===== src/rtl/seg_scan_display_pkg.sv =====
// Shared constants, segment glyphs and the latched-result payload for the
// seven-segment scan display stage.
package seg_scan_pkg;

    localparam int unsigned NUM_DIGITS = 4;
    localparam int unsigned IDX_W      = $clog2(NUM_DIGITS);
    localparam int unsigned SEG_W      = 7;
    localparam int unsigned FLAG_W     = 3;
    localparam int unsigned RESULT_W   = SEG_W + 1 + FLAG_W;

    // Bit positions inside the flag word {carry, overflow, nonzero}
    localparam int unsigned FLAG_CARRY = 2;
    localparam int unsigned FLAG_OV    = 1;
    localparam int unsigned FLAG_NZ    = 0;

    // Active-low glyphs, bit order {g,f,e,d,c,b,a}
    localparam logic [SEG_W-1:0] SEG_BLANK = 7'h7F;
    localparam logic [SEG_W-1:0] SEG_MINUS = 7'b0111111;
    localparam logic [SEG_W-1:0] SEG_ONE   = 7'b1111001;
    localparam logic [SEG_W-1:0] SEG_ZERO  = 7'b1000000;
    localparam logic [SEG_W-1:0] SEG_E     = 7'b0000110;

    typedef struct packed {
        logic [SEG_W-1:0]  seg;
        logic              neg_n;
        logic [FLAG_W-1:0] flags;
    } result_t;

    localparam result_t RESULT_RST = '{seg: SEG_BLANK, neg_n: 1'b1, flags: 3'b000};

    // One-hot-low anode enable for a digit index
    function automatic logic [NUM_DIGITS-1:0] digit_enable_n(input logic [IDX_W-1:0] idx);
        return ~(NUM_DIGITS'(1) << idx);
    endfunction

endpackage


===== src/rtl/seg_scan_display_if.sv =====
// Arithmetic-result input and display-drive outputs of the scan display stage.
interface seg_scan_display_if;
    import seg_scan_pkg::*;

    logic [SEG_W-1:0]      seg_in;
    logic                  neg_n;
    logic [FLAG_W-1:0]     flags;
    logic [NUM_DIGITS-1:0] an_n;
    logic [SEG_W-1:0]      seg_out;
    logic                  dp_n;
    logic                  ov_led;
    logic                  upd;

    modport master (
        output seg_in, neg_n, flags,
        input  an_n, seg_out, dp_n, ov_led, upd
    );

    modport slave (
        input  seg_in, neg_n, flags,
        output an_n, seg_out, dp_n, ov_led, upd
    );

endinterface


===== src/rtl/seg_scan_display_in_stable.sv =====
// Two-flop synchroniser followed by a stability filter: a word is latched,
// with a one-cycle upd pulse, once it has been unchanged for STABLE_CYC cycles.
module in_stable #(
    parameter int unsigned   W          = 1,
    parameter int unsigned   STABLE_CYC = 16,
    parameter logic [W-1:0]  RST_VAL    = '0
) (
    input  logic         clk,
    input  logic         rst_n,
    input  logic [W-1:0] din_i,
    output logic [W-1:0] dout_o,
    output logic         upd_o
);

    localparam int unsigned CNT_W = $clog2(STABLE_CYC + 1);

    logic [W-1:0]     meta_q;
    logic [W-1:0]     sync_q;
    logic [W-1:0]     sync_dly_q;
    logic [W-1:0]     hold_q, hold_d;
    logic [CNT_W-1:0] cnt_q, cnt_d;
    logic             upd_q, upd_d;

    // Count saturates so a held value loads exactly once
    always_comb begin
        cnt_d  = cnt_q;
        hold_d = hold_q;
        upd_d  = 1'b0;
        if (sync_q != sync_dly_q) begin
            cnt_d = '0;
        end else if (cnt_q != CNT_W'(STABLE_CYC)) begin
            cnt_d = cnt_q + CNT_W'(1);
            if (cnt_q == CNT_W'(STABLE_CYC - 1)) begin
                hold_d = sync_q;
                upd_d  = 1'b1;
            end
        end
    end

    always_ff @(posedge clk or negedge rst_n) begin
        if (!rst_n) begin
            meta_q     <= RST_VAL;
            sync_q     <= RST_VAL;
            sync_dly_q <= RST_VAL;
            hold_q     <= RST_VAL;
            cnt_q      <= '0;
            upd_q      <= 1'b0;
        end else begin
            meta_q     <= din_i;
            sync_q     <= meta_q;
            sync_dly_q <= sync_q;
            hold_q     <= hold_d;
            cnt_q      <= cnt_d;
            upd_q      <= upd_d;
        end
    end

    assign dout_o = hold_q;
    assign upd_o  = upd_q;

endmodule


===== src/rtl/seg_scan_display.sv =====
// Debounces/latches the add-sub result and scans it onto a 4-digit common-anode
// display. Define SEG_SCAN_BLINK_EN to blink digits 0 and 3 while overflow is latched.
module seg_scan_display
    import seg_scan_pkg::*;
#(
    parameter int unsigned SCAN_DIV     = 50000,
    parameter int unsigned STABLE_CYC   = 16,
    parameter int unsigned BLINK_FRAMES = 25
) (
    input  logic               clk,
    input  logic               clrn,
    seg_scan_display_if.slave  bus
);

    localparam int unsigned DIV_W = $clog2(SCAN_DIV);

    if (SCAN_DIV < 2) begin : g_chk_div
        $error("SCAN_DIV must be at least 2");
    end
    if (STABLE_CYC < 1) begin : g_chk_stable
        $error("STABLE_CYC must be at least 1");
    end
    if (BLINK_FRAMES < 1) begin : g_chk_blink
        $error("BLINK_FRAMES must be at least 1");
    end

    result_t din_c;
    result_t lat_c;
    logic    upd_c;

    assign din_c = '{seg: bus.seg_in, neg_n: bus.neg_n, flags: bus.flags};

    in_stable #(
        .W          (RESULT_W),
        .STABLE_CYC (STABLE_CYC),
        .RST_VAL    (RESULT_RST)
    ) u_in_stable (
        .clk    (clk),
        .rst_n  (clrn),
        .din_i  (din_c),
        .dout_o (lat_c),
        .upd_o  (upd_c)
    );

    logic [DIV_W-1:0] div_q, div_d;
    logic [IDX_W-1:0] idx_q, idx_d;
    logic             digit_wrap_c;

    assign digit_wrap_c = (div_q == DIV_W'(SCAN_DIV - 1));

    // Digit dwell divider and scan index
    always_comb begin
        div_d = div_q + DIV_W'(1);
        idx_d = idx_q;
        if (digit_wrap_c) begin
            div_d = '0;
            idx_d = idx_q + IDX_W'(1);
        end
    end

    always_ff @(posedge clk or negedge clrn) begin
        if (!clrn) begin
            div_q <= '0;
            idx_q <= '0;
        end else begin
            div_q <= div_d;
            idx_q <= idx_d;
        end
    end

`ifdef SEG_SCAN_BLINK_EN
    localparam int unsigned FRAME_W = (BLINK_FRAMES > 1) ? $clog2(BLINK_FRAMES) : 1;

    logic [FRAME_W-1:0] frame_q, frame_d;
    logic               blink_q, blink_d;
    logic               frame_end_c;
    logic               blank_c;

    assign frame_end_c = digit_wrap_c && (idx_q == IDX_W'(NUM_DIGITS - 1));

    // Blink phase free-runs; it only takes effect while overflow is latched
    always_comb begin
        frame_d = frame_q;
        blink_d = blink_q;
        if (frame_end_c) begin
            if (frame_q == FRAME_W'(BLINK_FRAMES - 1)) begin
                frame_d = '0;
                blink_d = ~blink_q;
            end else begin
                frame_d = frame_q + FRAME_W'(1);
            end
        end
    end

    always_ff @(posedge clk or negedge clrn) begin
        if (!clrn) begin
            frame_q <= '0;
            blink_q <= 1'b0;
        end else begin
            frame_q <= frame_d;
            blink_q <= blink_d;
        end
    end

    assign blank_c = lat_c.flags[FLAG_OV] & blink_q;
`else
    logic blank_c;
    assign blank_c = 1'b0;
`endif

    logic [NUM_DIGITS-1:0] an_q, an_d;
    logic [SEG_W-1:0]      seg_q, seg_d;
    logic                  dp_q, dp_d;
    logic                  ov_q, ov_d;
    logic                  edge_digit_c;

    assign edge_digit_c = (idx_q == IDX_W'(0)) || (idx_q == IDX_W'(NUM_DIGITS - 1));

    // Glyph selection for the digit currently enabled
    always_comb begin
        an_d  = digit_enable_n(idx_q);
        seg_d = SEG_BLANK;
        dp_d  = 1'b1;
        ov_d  = lat_c.flags[FLAG_OV];
        case (idx_q)
            IDX_W'(0): begin
                seg_d = lat_c.seg;
                dp_d  = lat_c.flags[FLAG_NZ];
            end
            IDX_W'(1): seg_d = lat_c.neg_n ? SEG_BLANK : SEG_MINUS;
            IDX_W'(2): seg_d = lat_c.flags[FLAG_CARRY] ? SEG_ONE : SEG_ZERO;
            default:   seg_d = lat_c.flags[FLAG_OV] ? SEG_E : SEG_BLANK;
        endcase
        if (blank_c && edge_digit_c) begin
            seg_d = SEG_BLANK;
            dp_d  = 1'b1;
        end
    end

    always_ff @(posedge clk or negedge clrn) begin
        if (!clrn) begin
            an_q  <= '1;
            seg_q <= SEG_BLANK;
            dp_q  <= 1'b1;
            ov_q  <= 1'b0;
        end else begin
            an_q  <= an_d;
            seg_q <= seg_d;
            dp_q  <= dp_d;
            ov_q  <= ov_d;
        end
    end

    assign bus.an_n    = an_q;
    assign bus.seg_out = seg_q;
    assign bus.dp_n    = dp_q;
    assign bus.ov_led  = ov_q;
    assign bus.upd     = upd_c;

endmodule


===== src/flat_wrapper.sv =====
// flat-port wrapper written by rule: the top's interface ports become plain ports
module seg_scan_display_flat import seg_scan_pkg::*;
#(
    parameter int unsigned SCAN_DIV     = 50000,
    parameter int unsigned STABLE_CYC   = 16,
    parameter int unsigned BLINK_FRAMES = 25
)
  (clk, clrn, bus_seg_in, bus_neg_n, bus_flags, bus_an_n, bus_seg_out, bus_dp_n, bus_ov_led, bus_upd);
  seg_scan_display_if bus_i ();
  input  logic clk;
  input  logic clrn;
  input wire logic [$bits(bus_i.seg_in)-1:0] bus_seg_in;
  input wire logic [$bits(bus_i.neg_n)-1:0] bus_neg_n;
  input wire logic [$bits(bus_i.flags)-1:0] bus_flags;
  output wire logic [$bits(bus_i.an_n)-1:0] bus_an_n;
  output wire logic [$bits(bus_i.seg_out)-1:0] bus_seg_out;
  output wire logic [$bits(bus_i.dp_n)-1:0] bus_dp_n;
  output wire logic [$bits(bus_i.ov_led)-1:0] bus_ov_led;
  output wire logic [$bits(bus_i.upd)-1:0] bus_upd;
  assign bus_i.seg_in = bus_seg_in;
  assign bus_i.neg_n = bus_neg_n;
  assign bus_i.flags = bus_flags;
  assign bus_an_n = bus_i.an_n;
  assign bus_seg_out = bus_i.seg_out;
  assign bus_dp_n = bus_i.dp_n;
  assign bus_ov_led = bus_i.ov_led;
  assign bus_upd = bus_i.upd;
  seg_scan_display #(.SCAN_DIV(SCAN_DIV), .STABLE_CYC(STABLE_CYC), .BLINK_FRAMES(BLINK_FRAMES)) u_core (.clk(clk), .clrn(clrn), .bus(bus_i));
endmodule

===== config.mk =====
export PLATFORM = sky130hd
export DESIGN_NAME = seg_scan_display_flat
export DESIGN_NICKNAME = d
export VERILOG_FILES = /design/src/rtl/seg_scan_display_pkg.sv /design/src/rtl/seg_scan_display_if.sv /design/src/rtl/seg_scan_display_in_stable.sv /design/src/rtl/seg_scan_display.sv /design/src/flat_wrapper.sv
export SDC_FILE = /design/constraint.sdc
export NUM_CORES = 1
export LEC_CHECK = 0
export ABC_AREA = 1
export CAP_MARGIN = 20
export CORE_UTILIZATION = 50
export CTS_BUF_LIST = sky130_fd_sc_hd__clkbuf_8
export DETAILED_ROUTE_END_ITERATION = 16
export PLACE_DENSITY = 0.76
export SLEW_MARGIN = 30
export SYNTH_ARGS = -nofsm -noshare
export SYNTH_HDL_FRONTEND = slang
export SYNTH_SLANG_ARGS = --single-unit

===== constraint.sdc =====
create_clock -name clk -period 3.5 [get_ports clk]
set_clock_uncertainty 0.15 [all_clocks]
set_input_delay 0.525 -clock clk [delete_from_list [all_inputs] [get_ports clk]]
set_output_delay 0.525 -clock clk [all_outputs]
set_load 0.02 [all_outputs]

==> impl_metrics.csv <==
group,metric,value,unit
die,floorplan.initialDensity,51.9,%
power_and_ir_drop,p_int,1330,uW
logic_synthesis,yosysSeqAreaShare,62.8,%
timing,worst_slack,1.35,ns
finish,n_antenna_cell,0,
setup_path,cp_max_fo,1,
grt,track_usage,16.6,%
setup_path,rrSetupSlack,1.49,ns
logic_synthesis,yosys.area_share.simple,20.8,%
setup_path,critPathLaunchType,"register",
setup_path,critPathArrivalTime,1.47,ns
die,fp.dieW,83.5,um
logic_synthesis,syn-cell-area,0.00332,mm^2
logic_synthesis,yosysWarningCount,0,
die,rows,29,
hold_path,holdCritPathClass,"in2async",
timing,rsz0062_at_grt,"false",
route,wl,4980,um
power_and_ir_drop,swShare,23.1,%
clocking,clk_path_buf_depth,2,
clocking,cts_inserted_buffers,9,
power_and_ir_drop,p_clk_share,40.4,%
logic_synthesis,yosysUniqueCellTypes,27,
setup_path,path_buf_inv,1,
timing,report.final.slew_viol_count,0,
clocking,clk_pin_slew,0.08,ns
timing,setup_violations,0,
route,first_pass_iters,4,
placement,place.gp.congestion,0.842,
setup_path,cp_data_required_time,2.82,ns
grt,grt_overflow,0,
logic_synthesis,synthXorXnorAreaFrac,4.22,%
setup_path,cp_slowest_cell,"clkdlybuf4s50_1",
logic_synthesis,synth_mux_area_share,0,%
route,routedWlPerCell,11.3,um
finish,final_common_cell,"nand2_1",
placement,pre_cts_ws,1.53,ns
setup_path,crit_chain,"clkdlybuf4s50_1",
finish,area_growth,16.2,%
clocking,post_cts_buffers,0,
die,coreArea,0.00639,mm^2
die,dieArea,0.00696,mm^2
route,drt_iter0_markers,93,
setup_path,worstRegToRegCells,7,
setup_path,reg2reg_from,"u_core.u_in_stable.cnt_q[1]$_DFFE_PN0P_",
setup_path,r2r-end,"u_core.u_in_stable.dout_o[1]$_DFFE_PN0P_",
route,antenna_left,0,
clocking,cts_root_buffer,"clkbuf_8",
setup_path,path_delay_family,"buffers and inverters",
timing,hold_viol,0,
power_and_ir_drop,p_per_area,450,mW/mm^2
clocking,ctsHtreeMaxLevel,3,
setup_path,crit_type,"reg2out",
placement,io_buffer_count,26,
placement,place_hpwl,3520,um
setup_path,worstSetupEndpointType,"output port",
status,run_status,"completed",
clocking,clock_latency,0.35,ns
finish,postLayoutCoreUtil,60.3,%
setup_path,crit_path_max_incr_delay,0.59,ns
power_and_ir_drop,cellLeakagePower,0.00183,uW
die,io-pin-count,27,
die,die_h,83.5,um
route,avgViaCountPerCell,4.81,
grt,grt_max_degree,82,
logic_synthesis,syn_inst,327,
logic_synthesis,synthAdderAreaFrac,3.39,%
logic_synthesis,synth_fp_nets,349,
clocking,cts_hold_buf,0,
clocking,cts_tree,"yes",
logic_synthesis,synth_top_family_by_area,"simple AND/OR/NAND/NOR gates",
timing,fin_setup_tns,0,ns
grt,grt_pass1_vias,2055,
power_and_ir_drop,comb_power_share,3.1,%
grt,grt_pass1_wl,9020,um
finish,final_area,0.00385,mm^2
timing,slew_headroom,55.1,%
placement,dpl_cell_area,0.00364,mm^2
run,maxCapViolations,0,
route,post-route-drc-count,0,
finish,drive_gt1_share,20.9,%
power_and_ir_drop,seq_power_share,56.5,%
power_and_ir_drop,netSwitchingPower,401,uW
timing,max_freq,466,MHz
logic_synthesis,syn_avg_cell_area,10.1,um^2
clocking,cts.sinks,81,
power_and_ir_drop,max-vdd-ir-drop,0.320,mV
timing,worstMarginPinSlew,0.673,ns
clocking,cts_resized,0,
timing,min_period,2.15,ns
grt,antenna_found_initial,0,
route,routed-via-count,2122,
finish,final_cell_mix,"81 x nand2_1, 44 x inv_1, 44 x dfstp_2",
timing,finalCritPeriodShare,61.3,%
finish,num-nets-final,381,
logic_synthesis,synth-compound-area-share,2.45,%
logic_synthesis,ys_ff_latch,81,
## logic make-up (layout without fill, tap and decap cells)
logic type	Yosys count	after routing
AOI/OAI and AO/OA	15	15
and+or+nand+nor	154	154
adders and majority gates	9	9
DFF	81	81
buffers and inverters	52	89
xor gates and xnor gates	16	16
## worst max path at each step
stage / start / to / slack (ns) / cells after the start
after floorplan: u_core.u_in_stable.cnt_q[0]$_DFFE_PN0P_ / u_core.u_in_stable.dout_o[1]$_DFFE_PN0P_ / 1.96 / 8
after global routing: u_core.bus.seg_out[3]$_DFF_PN1_ / bus_seg_out[3] / 1.31 / 1
after detailed placement: u_core.u_in_stable.cnt_q[1]$_DFFE_PN0P_ / u_core.u_in_stable.dout_o[1]$_DFFE_PN0P_ / 1.53 / 7
after CTS: u_core.bus.seg_out[2]$_DFF_PN1_ / bus_seg_out[2] / 1.33 / 1
final: u_core.bus.seg_out[2]$_DFF_PN1_ / bus_seg_out[2] / 1.35 / 1
after global placement: u_core.u_in_stable.cnt_q[0]$_DFFE_PN0P_ / u_core.u_in_stable.dout_o[1]$_DFFE_PN0P_ / 1.63 / 7
## cell usage after synthesis
cell | instances | area share [%]
nand2_1 | 81 | 9.2
dfstp_2 | 44 | 35
inv_1 | 44 | 5.0
dfrtp_1 | 37 | 28
nor2_1 | 29 | 3.3
nand4_1 | 16 | 3.0
nand3_1 | 11 | 1.7
ha_1 | 9 | 3.4
xor2_1 | 9 | 2.4
o21ai_0 | 7 | 1.1
xnor2_1 | 7 | 1.8
a21oi_1 | 6 | 0.91
nand2_2 | 4 | 0.75
clkbuf_1 | 3 | 0.34
nor3_1 | 3 | 0.45
inv_2 | 2 | 0.23
nor2_2 | 2 | 0.38
nor3_2 | 2 | 0.60
nor4_1 | 2 | 0.38
or2_2 | 2 | 0.38
a221oi_1 | 1 | 0.26
buf_4 | 1 | 0.23
buf_6 | 1 | 0.34
clkinv_4 | 1 | 0.26
nand4_2 | 1 | 0.38
nor2_4 | 1 | 0.34
o31ai_1 | 1 | 0.23
## area by class of cell
cell class	instances	area, um^2
tap	77	96.3
clock inverter	7	85.1
multi-input combinational	194	1020
sequential	81	2080
fill	507	2530
clock buffer	9	124
timing repair buffer	26	262
inverter	47	181
## metal layers
metal	wire (um)	GRT usage [%]	vias up	part of all wire, %
li1	-	-	1081	-
met1	2370	21.3	979	47
met2	2300	25.4	50	46
met3	198	4.85	12	4.0
met4	119	8.94	0	2.4
met5	0	0	-	0
## flip-flops by register name, summed over array words and instances, names as in the netlist
name                           cells
u_core.div_q                      16
u_core.u_in_stable.dout_o         11
u_core.u_in_stable.meta_q         11
u_core.u_in_stable.sync_dly_q     11
u_core.u_in_stable.sync_q         11
u_core.bus.seg_out                 7
u_core.u_in_stable.cnt_q           5
u_core.bus.an_n                    4
u_core.idx_q                       2
u_core.bus.dp_n                    1
u_core.bus.ov_led                  1
u_core.u_in_stable.upd_o           1
## power by group through the flow
stage | Clock, uW | Combinational (uW) | Sequential (uW)
after floorplan | 0 | 20.9 | 993
after global placement | 0 | 52.6 | 995
after detailed placement | 0 | 54.3 | 996
after CTS | 722 | 54.3 | 980
after global routing | 766 | 61.8 | 983
final | 701 | 53.0 | 980
## stage by stage
step	power, uW	hold WS, ns	cells
after floorplan	1010	0.0794	327
after global placement	1050	0.184	425
after detailed placement	1050	0.185	425
after CTS	1760	0.194	441
after global routing	1810	0.0887	441
final	1730	0.0318	441
Power figures use the tool's default switching activity.
==> edit: new RTL, config.mk and constraints unchanged <==
Add a define of `SEG_SCAN_BLINK_EN`.
--- a/src/rtl/seg_scan_display.sv
+++ b/src/rtl/seg_scan_display.sv
@@ -1,5 +1,7 @@
 // Debounces/latches the add-sub result and scans it onto a 4-digit common-anode
 // display. Define SEG_SCAN_BLINK_EN to blink digits 0 and 3 while overflow is latched.
+`define SEG_SCAN_BLINK_EN
+
 module seg_scan_display
     import seg_scan_pkg::*;
 #(
Check against the original RTL: same outputs for any inputs over 10 cycles, from zero or initial values; that may be too few to reach the edited logic, so the function may still have changed.
==> edit against the unedited design <==
- count of clock-buffer cells in the layout rose by 1
- power up 12%
- die area grew 9.8%
- first-iteration DRC count is 120% higher
- worst setup slack better by 0.0040 ns
- synthesized area up 10%
- wire length up 12%
- sequential cell count rose by 6
- synthesized cell count up 14%
- maximum frequency rose by 0.19%
- core utilization increased by 1.4 points
- design area is 11% higher
- critical path depth grew 6
- critical path type is now register to register
- largest power group unchanged
==> edit: results (changes against the unedited design) <==
| Metric | Value |
|---|---|
| Result of the run | completed |
| Worst skew pair latency | approximately 0.34 ns |
| I/O Buffers | 26 (unchanged) |
| Routability Congestion | 0.839 (-0.34%) |
| Most common flop cell mapped by yosys | dfstp_2 |
| Number of antenna repair diodes | 0 (unchanged) |
| Crit-path max FO | 12 (+11) |
| Library cells used by synthesis | 26 (-3.7%) |
| DRC violation total after the first TritonRoute iteration | 202 (+120%) |
| Detailed-route wire length | 5560 um (+12%) |
| Leading cell types by count after synthesis | nand2_1 (103), inv_1 (49), dfstp_2 (44) |
| Clock slew at the register clock pins of the worst setup and hold paths | 0.09 ns |
| Count of buffers added by post-CTS timing repair for setup | 0 (unchanged) |
| Class of the most critical hold timing path | input port to async pin |
| Fraction of final layout cells sized beyond drive strength 1 | 17.6% (-3.3 points) |
| Overall routing resource usage | 16.9% (+0.33 points) |
| CP arrival | 2.23 ns (+0.76 ns) |
| Number of H-tree branching levels | 3 (unchanged) |
| Post-CTS Resized | 0 (unchanged) |
| Hold buffer count at CTS | 0 (unchanged) |
| Flip-flop count of the largest register after layout | 16 (unchanged) |
| Yosys Warn Count | 0 (unchanged) |
| Leakage component of the power | 0.00205 uW (+12%) |
| Worst slew pin tran | 0.717 ns (+0.0444 ns) |
| Reg-to-reg critical path startpoint | u_core.u_in_stable.cnt_q[1] |
| Wire length of the first global-routing pass | 9890 um (+9.7%) |
| R2R Path End | u_core.u_in_stable.dout_o[1] |
| Register name with the most flops | u_core.div_q |
| Buffers from clock root to sink, at most | 2 (unchanged) |
| Sequential element share of the synthesized area | 61.1% (-1.6 points) |
| Minimum setup slack among reg-to-reg paths | 1.36 ns (-0.13 ns) |
| FFs w/ async S/R, synth | 100% (unchanged) |
| Total placed instance area | 4010 um^2 (+10%) |
| Main area contributors after synthesis | dfstp_2 (32%), dfrtp_1 (29%), nand2_1 (11%), inv_1 (5.0%), ha_1 (3.8%) |
| Number of detailed-routing iterations run before antenna repair | 4 (unchanged) |
| Maximum number of pins on one net before global-route repair | 88 (+7.3%) |
| Post-route worst hold slack | 0.0642 ns (+0.0324 ns) |
| Depth of the most critical reg-to-reg path | 7 (unchanged) |
| Net count of the mapped netlist | 396 (+13%) |
| Via count | 2461 (+16%) |
| Initial antenna violation count | 0 (unchanged) |
| Maximum resistive drop on vdd | 0.234 mV (-27%) |
| Via count of the first global-routing pass | 2304 (+12%) |
| Root Buffer Master | clkbuf_8 |
| Placed wire-length estimate | 3870 um (+9.9%) |
| Nets | 428 (+12%) |
-- edit: changes by cell type after synthesis, moves of 5 or more --
cell | before | now
nand2_1 | 81 | 103
dfrtp_1 | 37 | 43
o21ai_1 | 0 | 5
inv_1 | 44 | 49
-- edit: worst max-delay path by stage --
| stage | startpoint | to | cells after the start |
|---|---|---|---|
| final | u_core.u_in_stable.cnt_q[1] | u_core.u_in_stable.dout_o[1] | 7 |
| after global routing | u_core.u_in_stable.cnt_q[0] | u_core.u_in_stable.dout_o[1] | 7 |
| after CTS | u_core.bus.an_n[3] | bus_an_n[3] | 1 |
| after detailed placement | u_core.u_in_stable.cnt_q[0] | u_core.u_in_stable.dout_o[1] | 7 |
| after global placement | u_core.u_in_stable.cnt_q[0] | u_core.u_in_stable.dout_o[1] | 7 |
| after floorplan | u_core.div_q[0] | u_core.frame_q[4] | 8 |
-- edit: stage by stage --
| stage | setup slack [ns] | util, % | instances |
|---|---|---|---|
| 2_1_floorplan | 1.92 | - | 372 |
| 3_3_place_gp | 1.52 | 58.0 | 489 |
| 3_5_place_dp | 1.37 | 58.1 | 489 |
| 4_1_cts | 1.35 | 61.7 | 505 |
| 5_1_grt | 1.11 | 61.7 | 505 |
| 6_report | 1.36 | 61.7 | 505 |
-- edit: final cells by class --
type	instances	area (um^2)
clock buffers	10	138
inverters	50	188
multi-input cells	230	1210
well taps	96	120
flip-flops and latches	87	2230
fillers	569	2640
clock inverters	6	115
repair buffers	26	262
-- edit: cell families (layout without fill, tap and decap cells) --
group                    Yosys count  count (layout)  synth area share [%]
AND/OR/NAND/NOR                  179             179                  21.6
flip-flops                        87              87                  61.1
buffers and inverters             55              92                  5.72
AO/OA/AOI/OAI                     21              21                  3.19
XOR/XNOR                          19              19                  4.56
adder cells (fa/ha/maj)           11              11                  3.77
-- edit: layer usage --
| metal | vias to the layer above | wire [um] | GRT usage, % |
|---|---|---|---|
| li1 | 1221 | - | - |
| met1 | 1177 | 2630 | 22.2 |
| met2 | 53 | 2650 | 26.9 |
| met3 | 10 | 178 | 3.03 |
| met4 | 0 | 100 | 8.64 |
| met5 | - | 0 | 0 |
-- edit: worst max-delay path, stage by stage (launching register included) --
cell and delay (ns):
dfrtp_1 0.39, ha_1 0.18, nand2_1 0.07, nor2_1 0.10, ha_1 0.39, nand4_1 0.49, nand2_1 0.20, nand2_1 0.07
-- edit: report_power, final --
part           internal (uW)  switching (uW)  leakage [uW]
Sequential              1040            12.8       0.00102
Clock                    497             347      0.000123
Combinational           22.4            30.8      0.000900
Total                   1560             390       0.00205
